### config.mk
export PLATFORM = sky130hd
export DESIGN_NAME = mem_read_arbiter
export DESIGN_NICKNAME = d
export VERILOG_FILES = /design/src/rtl/mem_read_arbiter.sv
export SDC_FILE = /design/constraint.sdc
export NUM_CORES = 1
export LEC_CHECK = 0
export CORE_ASPECT_RATIO = 1.5
export CORE_UTILIZATION = 45
export DETAILED_ROUTE_END_ITERATION = 12
export GPL_TIMING_DRIVEN = 0
export PLACE_DENSITY = 0.82
export SYNTH_ARGS = -nofsm -noshare
export SYNTH_HDL_FRONTEND = slang
export SYNTH_SLANG_ARGS = --single-unit
### constraint.sdc
create_clock -name clk -period 3.1 [get_ports clk]
set_clock_uncertainty 0.15 [all_clocks]
set_input_delay 0.465 -clock clk [delete_from_list [all_inputs] [get_ports clk]]
set_output_delay 0.465 -clock clk [all_outputs]
set_load 0.02 [all_outputs]
### src/rtl/mem_read_arbiter.sv
`default_nettype none
// +----------------------------------------------------------------------------+
// | mem_read_arbiter: round-robin sharing of the mem_control read port with    |
// | credit limit and an outstanding table that routes responses back to owners |
// | Revision: 1.0                                                               |
// +----------------------------------------------------------------------------+
module mem_read_arbiter #(
  parameter int N      = 4,
  parameter int ADDR_W = 8,
  parameter int DATA_W = 8,
  parameter int DEPTH  = 4
) (
  input  logic                       clk,
  input  logic                       rst,
  input  logic [N-1:0]               req_valid,
  input  logic [N*ADDR_W-1:0]        req_addr,
  output logic [N-1:0]               req_ready,
  output logic [N-1:0]               resp_valid,
  output logic [DATA_W-1:0]          resp_data,
  output logic [ADDR_W-1:0]          resp_addr,
  output logic                       mem_read_en,
  output logic [ADDR_W-1:0]          mem_addr,
  input  logic                       mem_flag,
  input  logic [DATA_W-1:0]          mem_data,
  input  logic [ADDR_W-1:0]          mem_ret_addr,
  output logic [$clog2(DEPTH):0]     outstanding,
  output logic                       err_unmatched
);

  localparam int CW  = $clog2(DEPTH) + 1;
  localparam int IDW = (N > 1) ? $clog2(N) : 1;
  localparam int EW  = (DEPTH > 1) ? $clog2(DEPTH) : 1;

  logic [ADDR_W-1:0] addr_arr [N];

  for (genvar g = 0; g < N; g++) begin : g_unpack
    assign addr_arr[g] = req_addr[g*ADDR_W +: ADDR_W];
  end

  logic [DEPTH-1:0]  ent_valid_q, ent_valid_d;
  logic [IDW-1:0]    ent_id_q   [DEPTH];
  logic [IDW-1:0]    ent_id_d   [DEPTH];
  logic [ADDR_W-1:0] ent_addr_q [DEPTH];
  logic [ADDR_W-1:0] ent_addr_d [DEPTH];
  logic [IDW-1:0]    ptr_q, ptr_d;
  logic [CW-1:0]     outstanding_q, outstanding_d;
  logic              mem_read_en_q, mem_read_en_d;
  logic [ADDR_W-1:0] mem_addr_q, mem_addr_d;
  logic [N-1:0]      resp_valid_q, resp_valid_d;
  logic [DATA_W-1:0] resp_data_q, resp_data_d;
  logic [ADDR_W-1:0] resp_addr_q, resp_addr_d;
  logic              err_unmatched_q, err_unmatched_d;

  logic           slot_free, win_found, free_found, match_found, xfer, resp_hit;
  logic [IDW-1:0] win_id, cand;
  logic [EW-1:0]  free_idx, match_idx;

  // Winner search starts just after the last granted requester.
  always_comb begin
    slot_free   = (outstanding_q < CW'(DEPTH));
    win_found   = 1'b0;
    win_id      = '0;
    cand        = '0;
    free_found  = 1'b0;
    free_idx    = '0;
    match_found = 1'b0;
    match_idx   = '0;
    for (int k = 1; k <= N; k++) begin
      cand = IDW'((int'(ptr_q) + k) % N);
      if (!win_found && req_valid[cand]) begin
        win_found = 1'b1;
        win_id    = cand;
      end
    end
    for (int i = 0; i < DEPTH; i++) begin
      if (!free_found && !ent_valid_q[i]) begin
        free_found = 1'b1;
        free_idx   = EW'(i);
      end
      if (!match_found && ent_valid_q[i] && (ent_addr_q[i] == mem_ret_addr)) begin
        match_found = 1'b1;
        match_idx   = EW'(i);
      end
    end
    xfer      = slot_free && win_found;
    resp_hit  = mem_flag && match_found;
    req_ready = '0;
    if (xfer) req_ready[win_id] = 1'b1;
  end

  // Free and allocate both look at pre-edge state, so a freed entry is never reused the same cycle.
  always_comb begin
    ent_valid_d     = ent_valid_q;
    ent_id_d        = ent_id_q;
    ent_addr_d      = ent_addr_q;
    ptr_d           = ptr_q;
    mem_read_en_d   = xfer;
    mem_addr_d      = mem_addr_q;
    resp_valid_d    = '0;
    resp_data_d     = resp_data_q;
    resp_addr_d     = resp_addr_q;
    err_unmatched_d = mem_flag && !match_found;
    outstanding_d   = outstanding_q + CW'(xfer) - CW'(resp_hit);
    if (resp_hit) begin
      ent_valid_d[match_idx]         = 1'b0;
      resp_valid_d[ent_id_q[match_idx]] = 1'b1;
      resp_data_d                    = mem_data;
      resp_addr_d                    = mem_ret_addr;
    end
    if (xfer) begin
      ent_valid_d[free_idx] = 1'b1;
      ent_id_d[free_idx]    = win_id;
      ent_addr_d[free_idx]  = addr_arr[win_id];
      ptr_d                 = win_id;
      mem_addr_d            = addr_arr[win_id];
    end
  end

  always_ff @(posedge clk) begin
    if (rst) begin
      ent_valid_q     <= '0;
      for (int i = 0; i < DEPTH; i++) begin
        ent_id_q[i]   <= '0;
        ent_addr_q[i] <= '0;
      end
      ptr_q           <= IDW'(N - 1);
      outstanding_q   <= '0;
      mem_read_en_q   <= 1'b0;
      mem_addr_q      <= '0;
      resp_valid_q    <= '0;
      resp_data_q     <= '0;
      resp_addr_q     <= '0;
      err_unmatched_q <= 1'b0;
    end else begin
      ent_valid_q     <= ent_valid_d;
      ent_id_q        <= ent_id_d;
      ent_addr_q      <= ent_addr_d;
      ptr_q           <= ptr_d;
      outstanding_q   <= outstanding_d;
      mem_read_en_q   <= mem_read_en_d;
      mem_addr_q      <= mem_addr_d;
      resp_valid_q    <= resp_valid_d;
      resp_data_q     <= resp_data_d;
      resp_addr_q     <= resp_addr_d;
      err_unmatched_q <= err_unmatched_d;
    end
  end

  assign outstanding   = outstanding_q;
  assign mem_read_en   = mem_read_en_q;
  assign mem_addr      = mem_addr_q;
  assign resp_valid    = resp_valid_q;
  assign resp_data     = resp_data_q;
  assign resp_addr     = resp_addr_q;
  assign err_unmatched = err_unmatched_q;

endmodule
`default_nettype wire

**Word level (Yosys, flattened, before mapping)**

Index checks and enable logic that the tools add are counted.

- Magnitude comparators: 17
- Muxes and demuxes: 52
- Bitwise gates (word level): 7
- Add/subtract/negate cells: 6
- Reduce and logical (&&, ||, !) cells: 34
- Equal/unequal tests: 4

Operators with widths:

| operator | number |
|---|---|
| bitwise mux 32 bit | 1 |
| == test 8 bit | 4 |
| less-than comparator 2 x 3 -> 1 bit (second input constant) | 8 |
| 2-to-1 mux 8 bit | 3 |
| 2-to-1 mux 2 bit | 11 |
| logical AND 1 bit | 21 |
| 2-to-1 mux 1 bit | 21 |
| binary-select mux 8 bit (select 2 bit) | 1 |
| demux 8 bit (select 2 bit) | 1 |
| logical NOT 1 bit | 12 |
| 2-to-1 mux 4 bit | 3 |
| >= comparator 3 bit (second input constant) | 3 |
| inverter 2 -> 3 bit | 3 |
| binary-select mux 1 bit (select 2 bit) | 4 |
| bitwise mux 8 bit | 1 |
| demux 1 bit (select 2 bit) | 4 |
| >= comparator 2 x 1 -> 1 bit (second input constant) | 4 |
| adder 2 x 1 -> 2 bit (second input constant) | 2 |
| adder 2 bit (second input constant) | 2 |
| bitwise AND 4 bit | 1 |
| binary-select mux 2 bit (select 2 bit) | 1 |
| demux 2 bit (select 2 bit) | 1 |
| inverter 4 bit | 1 |
| bitwise OR 4 bit | 1 |
| 6 further kinds | 6 |

- Word-level logic and storage cells: 137
- Register bits: 79

**Longest topological paths before layout**

Gate-level depths: netlist of the first run.

- Depth after elaboration: 24
- Mapped depth: 15
- Depth with buffers taken out: 13

**Worst setup path after synthesis of the first run**

No wires, ideal clock.

- Kind: input-to-reg
- From: input mem_ret_addr[0]
- To: register outstanding_q[2] (netlist: outstanding[2])
- Stages: 15
- Arrival time: 2744 ps
- Library setup time: 128 ps
- Path slack: 78 ps
- Data required time: 2822 ps
- Path through: buf_2 > xnor2_1 > nand4_1 > nor3_2 > or2_4 > o21ai_4 > buf_6 > inv_1 > ha_1 > inv_1 > ha_1 > fa_1 > xnor2_1 > xnor2_1 > nor2_1

- Cells in the longest elaborated chain, start to end: 17
- Elaborated cells on any way between the ends: 20
- Classes of those cells: 1 x add/sub; 4 x eq/ne; 4 x mux; 11 x reduce/logical

Ends and longest elaborated chain:

| element | line | text |
|---|---|---|
| from (decl) | 25 | `input logic [ADDR_W-1:0] mem_ret_addr,` |
| == test 8 bit | 80 | `if (!match_found && ent_valid_q[i] && (ent_addr_q[i] == mem_ret_addr)) begin` |
| logical AND 1 bit | 80 |  |
| 2-to-1 mux 1 bit | 80 |  |
| logical NOT 1 bit | 80 |  |
| logical AND 1 bit (2 in a row) | 80 |  |
| 2-to-1 mux 1 bit | 80 |  |
| logical NOT 1 bit | 80 |  |
| logical AND 1 bit (2 in a row) | 80 |  |
| 2-to-1 mux 1 bit | 80 |  |
| logical NOT 1 bit | 80 |  |
| logical AND 1 bit (2 in a row) | 80 |  |
| 2-to-1 mux 1 bit * | 80 |  |
| logical AND 1 bit * | 86 | `resp_hit = mem_flag && match_found;` |
| subtractor 3 x 1 -> 3 bit * | 103 | `outstanding_d = outstanding_q + CW'(xfer) - CW'(resp_hit);` |
| to (signal assigned) | 139 | `outstanding_q <= outstanding_d;` |
| to (decl) | 46 | `logic [CW-1:0] outstanding_q, outstanding_d;` |

Mark *: on every way between the ends. The rest lies on a longest branch, timed or not.
A chain may end at the register's enable or synchronous reset.

**Final worst setup path of the first run**

- From: input req_valid[1]
- To: output req_ready[1]

- Cells in the longest elaborated chain, start to end: 17
- Elaborated cells on any way between the ends: 29
- Classes of those cells: 2 x order compare; 19 x mux; 8 x reduce/logical

Ends and longest elaborated chain:

| element | line | text |
|---|---|---|
| from (decl) | 15 | `input logic [N-1:0] req_valid,` |
| binary-select mux 1 bit (select 2 bit) | 70 | `if (!win_found && req_valid[cand]) begin` |
| 2-to-1 mux 1 bit (implied by the code) | 70 |  |
| 2-to-1 mux 1 bit | 70 |  |
| logical NOT 1 bit | 70 |  |
| logical AND 1 bit | 70 |  |
| 2-to-1 mux 1 bit | 70 |  |
| logical NOT 1 bit | 70 |  |
| logical AND 1 bit | 70 |  |
| 2-to-1 mux 1 bit | 70 |  |
| logical NOT 1 bit | 70 |  |
| logical AND 1 bit | 70 |  |
| 2-to-1 mux 2 bit | 70 |  |
| less-than comparator 2 x 3 -> 1 bit (implied by the code) / >= comparator 2 x 1 -> 1 bit (equally long branches) | 88 | `if (xfer) req_ready[win_id] = 1'b1;` |
| logical AND 1 bit (implied by the code) | 88 |  |
| 2-to-1 mux 1 bit (implied by the code) | 88 |  |
| demux 1 bit (select 2 bit) | 88 |  |
| 2-to-1 mux 4 bit * | 88 |  |
| to (decl) | 17 | `output logic [N-1:0] req_ready,` |

Mark *: on every way between the ends. The rest lies on a longest branch, timed or not. The select of a mux whose other input is x is not followed.

==> results of run 1 <==
what timing repair did:
action                                  4_1_cts  5_1_grt
setup buffers                                 0        5
endpoints found under the setup margin        6        1
resized for setup                             4        3
pin swaps                                     0        0
endpoints found under the hold margin         0        0
final cells by class:
class                      count  share of cell area
timing repair buffer          87              0.1641
multi-input combinational    290              0.3976
clock inverter                 5             0.01540
clock buffer                  11             0.04859
sequential                    79              0.3041
inverter                       9            0.006495
buffer                        30             0.03801
tap                          107             0.02574
flip-flops by register name (all words and copies together) (netlist names):
signal         flops
ent_addr_q        32
ent_id_q           8
mem_addr           8
resp_addr          8
resp_data          8
ent_valid_q        4
resp_valid         4
outstanding        3
ptr_q              2
err_unmatched      1
mem_read_en        1
worst register-to-register path: cells and delay by family (launching register included):
kind	cells	cell delay, ps
AND/OR/NAND/NOR	4	570
flip-flops	1	320
adder cells (fa/ha/maj)	3	830
buffers and inverters	3	230
XOR/XNOR	3	440
AO/OA/AOI/OAI	1	220
worst min path at each step:
stage	from	cells past startpoint	slack [ps]	to
after floorplan	ent_id_q[5]	2	290	ent_id_q[5]
after CTS	mem_ret_addr[2]	3	260	resp_addr[2]
after global routing	mem_ret_addr[6]	3	280	resp_addr[6]
final	mem_ret_addr[2]	3	270	resp_addr[2]
after global placement	mem_addr[7]	2	290	mem_addr[7]
after detailed placement	mem_addr[6]	2	300	mem_addr[6]
routing by layer:
layer,global-route usage,up-vias,routed length (µm)
met5,0,-,0
met4,0.1208,0,283
met3,0.03701,25,266
met2,0.4183,61,5344
met1,0.2153,1533,3354
li1,-,1559,-
stage by stage:
| stage | utilization | cell area [µm²] | hold slack (ps) |
|---|---|---|---|
| after floorplan | - | 3872 | 286.0 |
| after global placement | 0.5773 | 4827 | 292.8 |
| after detailed placement | 0.5773 | 4827 | 295.5 |
| after CTS | 0.6160 | 5151 | 264.7 |
| after global routing | 0.6220 | 5201 | 284.9 |
| final | 0.6220 | 5201 | 270.1 |
cells in the mapped netlist (2+ instances only):
library cell   n
dfxtp_1       79
mux2i_1       60
nor2_1        58
nand2_1       51
xnor2_1       33
a21oi_1       24
clkbuf_1      12
buf_2          8
buf_6          8
inv_1          8
nand3_1        7
mux2i_2        5
a211oi_1       4
nand4_1        4
buf_4          3
mux2i_4        3
nor3_2         3
nor4b_2        3
a32oi_1        2
ha_1           2
nor2b_1        2
nor3_1         2
nor3_4         2
nor4_2         2
o21ai_0        2
power by group through the flow:
stage,Combinational [W],Clock (W),Sequential [W]
after floorplan,0.000671,0,0.00129
after global placement,0.00102,0,0.00124
after detailed placement,0.00104,0,0.00125
after CTS,0.00104,0.00116,0.00123
after global routing,0.00112,0.00121,0.00124
final,0.00103,0.00114,0.00123
cells by family (layout without fill, tap and decap cells):
family	Yosys count	count (layout)
AND/OR/NAND/NOR	144	144
flip-flops	79	79
multiplexers	68	68
AO/OA/AOI/OAI	41	41
buffers and inverters	40	142
XOR/XNOR	34	34
adder cells (fa/ha/maj)	3	3
==> results.ini, run 1 <==
[final_layout]
seq_area_mm2=0.001582
diodes=0
final_cell_mix=79 x dfxtp_1, 78 x clkdlybuf4s50_1, 60 x mux2i_1
final_common_cell=dfxtp_1
areaGrowthSynthToFinish_pct=34.31
fillers=692
nets=564
drive_gt1_frac=0.1409
multi_input_area_mm2=0.002068
layout.cells.non_filler=618

[setup_path]
cp-endpoint=req_ready[1]
path_cells=clkdlybuf4s50_1, o21ai_0, a21o_1, o221a_2, buf_4, buf_6, nor3_1, dlygate4sd2_1
path_buf_inv=4
endpoint_kind=output pin
path_class=input port to output pin
worst-path-stages=8
r2r_cells=14
cp-start-kind=input port
r2r_start=ent_addr_q[26]
crit_family=buffers and inverters
slowest_delay_ps=530
rrSetupSlack_ps=220
crit_fanout=10
r2r_end=outstanding[2]
crit_slowest_cell=clkdlybuf4s50_1
worst_ep_arrival_time_ps=2350
critPathRequiredTime_ps=2480
startpoint=req_valid[1]

[clock_tree]
cts_tree=done
cts_root_buffer=clkbuf_16
clk_pin_slew_ps=60
cts.htree.levels=3
clk_latency_ps=330
hold_buffers=0
clk_path_buf_depth=2
cts.sinks=79
cts_buffers=9

[sta]
fin_crit_ps=2965
setup_slack_ps=135.2
hold_viol=0
slew_viol_final=0
setup_violations=0
setup_tns_ps=0
fin_crit_sh=0.9564
fmax_ghz=0.3373
rsz0062_at_grt=no
tightest_slew_ps=559.7
relSlewSlack=0.6268

[power_and_ir_drop]
power.internal_w=0.002370
comb_power_share=0.303
fin_total_pwr_w=0.003407
powerDensity_mw_per_mm2=655.0
peakVddDrop_mv=0.3230
p_leak_nw=2.062
p_seq_frac=0.361
p_switching_w=0.001037
pwr-share-clk=0.336
p_sw_frac=0.3045

[yosys]
yosys.area_share.simple=0.1816
synth_top_family_by_area=multiplexers
synthCells=409
synthesis.area_mm2=0.003872
synthTopCellsByArea=dfxtp_1 41%, mux2i_1 16%, xnor2_1 7.5%, nor2_1 5.6%, nand2_1 4.9%
synth_largest_area_cell=dfxtp_1
synth_edf_count=0
synth_top_area_share=0.4084
synth-compound-area-share=0.06947
synthArstFlopShare=0
synth_seq_area_share=0.4084
syn_nets=467
synth_fa_ha_area_frac=0.01163
avgSynthCellArea_um2=9.468
ys_ff_latch=79
synth_ff_type=dfxtp_1
ys_warn_count=0
ys_types=47
synth-xor-area-share=0.07884
synthMuxAreaShare=0.1903

[floorplan]
die_height_um=115.6
io_pins=92
core_mm2=0.008362
die_x_um=77.74
num_rows=41
start_util=0.4631
die-area_mm2=0.008988

[drt]
via_per_inst=5.142
vias=3178
wl_per_cell_um=14.97
first_pass_iters=4
drt_iter0_markers=151
wl_mm=9.249
ant_nets=0
drc=0

[run_status]
status=finished, final reports clean

[place]
dp_hpwl_mm=7.332
place.gp.congestion=0.8433
pre_cts_ws_ps=-428.1
post-place-cells=598
portBuffers=82

[global_routing]
grt.overflow.total=0
antenna_found_initial=0
track_usage=0.2159
grt_pass1_vias=3120
grt_max_degree=17
grt_pass1_wl_mm=14.76

[run]
drv_cap=0

[worst_hold_path]
hold_path.class=input port to flop

(Power assumes the default switching activity.)
==> inputs of run 2 (changes only) <==
--- a/config.mk
+++ b/config.mk
@@ -9,7 +9,7 @@
 export CORE_UTILIZATION = 45
 export DETAILED_ROUTE_END_ITERATION = 12
 export GPL_TIMING_DRIVEN = 0
-export PLACE_DENSITY = 0.82
+export PLACE_DENSITY = 0.76
 export SYNTH_ARGS = -nofsm -noshare
 export SYNTH_HDL_FRONTEND = slang
 export SYNTH_SLANG_ARGS = --single-unit
==> results.ini, run 2 (same netlist as run 1, synthesis figures left out) <==
[sta]
setup_tns_ps=0
relSlewSlack=0.6305
fin_crit_sh=0.9626
fmax_ghz=0.3351
setup_violations=0
rsz0062_at_grt=no
setup_slack_ps=115.8
tightest_slew_ps=554.2
slew_viol_final=0
hold_viol=0
hold_slack_ps=258.4
fin_crit_ps=2984

[run]
drv_cap=0

[setup_path]
worst-path-stages=8
critPathRequiredTime_ps=2480
crit_family=buffers and inverters
crit_slowest_cell=clkdlybuf4s50_1
crit_fanout=10
path_cells=clkdlybuf4s50_1, o21ai_0, a21o_1, o221a_2, buf_4, buf_6, nor3_1, dlygate4sd2_1
path_buf_inv=4
r2r_cells=14
worst_ep_arrival_time_ps=2370
rrSetupSlack_ps=140
path_class=input port to output pin
slowest_delay_ps=520
cp-start-kind=input port
endpoint_kind=output pin

[final_layout]
final_cell_mix=79 x dfxtp_1, 78 x clkdlybuf4s50_1, 60 x mux2i_1
diodes=0
fillers=704
nets=561
areaGrowthSynthToFinish_pct=34.25
largest_reg_flops=32
fin_area_mm2=0.005199
final_common_cell=dfxtp_1
max_flop_register=ent_addr_q
drive_gt1_frac=0.1321

[place]
placed_cell_area_mm2=0.004827
dp_hpwl_mm=7.361
pre_cts_ws_ps=-429.9
place.gp.congestion=0.8411
portBuffers=82

[drt]
ant_nets=0
drt_iter0_markers=148
vias=3138
wl_mm=9.499
drc=0
wl_per_cell_um=15.47
via_per_inst=5.111
first_pass_iters=4

[clock_tree]
hold_buffers=0
clk_pin_slew_ps=60
cts_tree=done
clk_latency_ps=330
cts.sinks=79
cts_root_buffer=clkbuf_16
cts_buffers=9
clk_path_buf_depth=2
cts.htree.levels=3

[power_and_ir_drop]
fin_total_pwr_w=0.003507
p_leak_nw=2.080
powerDensity_mw_per_mm2=674.5
peakVddDrop_mv=0.4062

[floorplan]
io_pins=92
num_rows=41
die_height_um=115.6
start_util=0.4631
core_mm2=0.008362
die-area_mm2=0.008988
die_x_um=77.74

[worst_hold_path]
hold_path.class=input port to flop
hold_depth=3

[global_routing]
grt_pass1_vias=3159
grt_pass1_wl_mm=15.03
grt_max_degree=17
grt.overflow.total=0
antenna_found_initial=0
track_usage=0.2203

[run_status]
status=finished, final reports clean

run 2: cell types whose count changed in the layout (fill, tap and decap cells not counted), sizes merged:
cell,delta
clkbuf,+1
clkinv,-1
bufinv,+1
clkinvlp,-2
buf,-3
run 2: final cells by class:
cell class | instances | area, µm² | area share
clock buffers | 12 | 256.5 | 0.04934
multi-input cells | 290 | 2078 | 0.3998
clock inverters | 3 | 90.09 | 0.01733
plain buffers | 30 | 193.9 | 0.03730
inverters | 9 | 33.78 | 0.006498
repair buffers | 84 | 830.8 | 0.1598
flip-flops and latches | 79 | 1582 | 0.3042
well taps | 107 | 133.9 | 0.02575
run 2: final timing paths:
path	start	end
worst min-delay path	mem_ret_addr[6]	resp_addr[6]
worst max register to register	ent_addr_q[29]	outstanding[2]
worst max-delay path	req_valid[1]	req_ready[1]
worst min register to register	mem_addr[5]	mem_addr[5]
run 2: power breakdown:
part | switching, W | internal [W]
registers | 0.0000932 | 0.00114
clock network | 0.000394 | 0.000826
logic | 0.000563 | 0.000488
total | 0.00105 | 0.00246
run 2: worst register-to-register path, stage by stage, from the launching register on:
cell and delay (ps):
dfxtp_1 320, xnor2_1 140, nand4_1 160, nor3_4 80, or2_4 270, o21ai_4 190
buf_6 200, inv_1 60, ha_1 270, inv_1 40, ha_1 180, fa_1 410
xnor2_2 160, xnor2_1 150, nor2_1 50
run 2: per-layer routing:
metal | global-route usage | up-vias | wire, µm
met5 | 0 | - | 0
met4 | 0.1057 | 0 | 244
met3 | 0.04252 | 29 | 238
met2 | 0.4360 | 62 | 5463
met1 | 0.2160 | 1490 | 3553
li1 | - | 1557 | -
run 2: metrics by stage:
stage          utilization  instances
6_report            0.6217        614
5_1_grt             0.6217        614
4_1_cts             0.6177        612
3_5_place_dp        0.5773        598
3_3_place_gp        0.5773        598
2_1_floorplan            -        409
run 2: repair_timing:
item / CTS / global route
resized for setup: 4 / 3
buffers inserted: 0 / 2
pin swaps: 0 / 1
endpoints found under the setup margin: 5 / 1
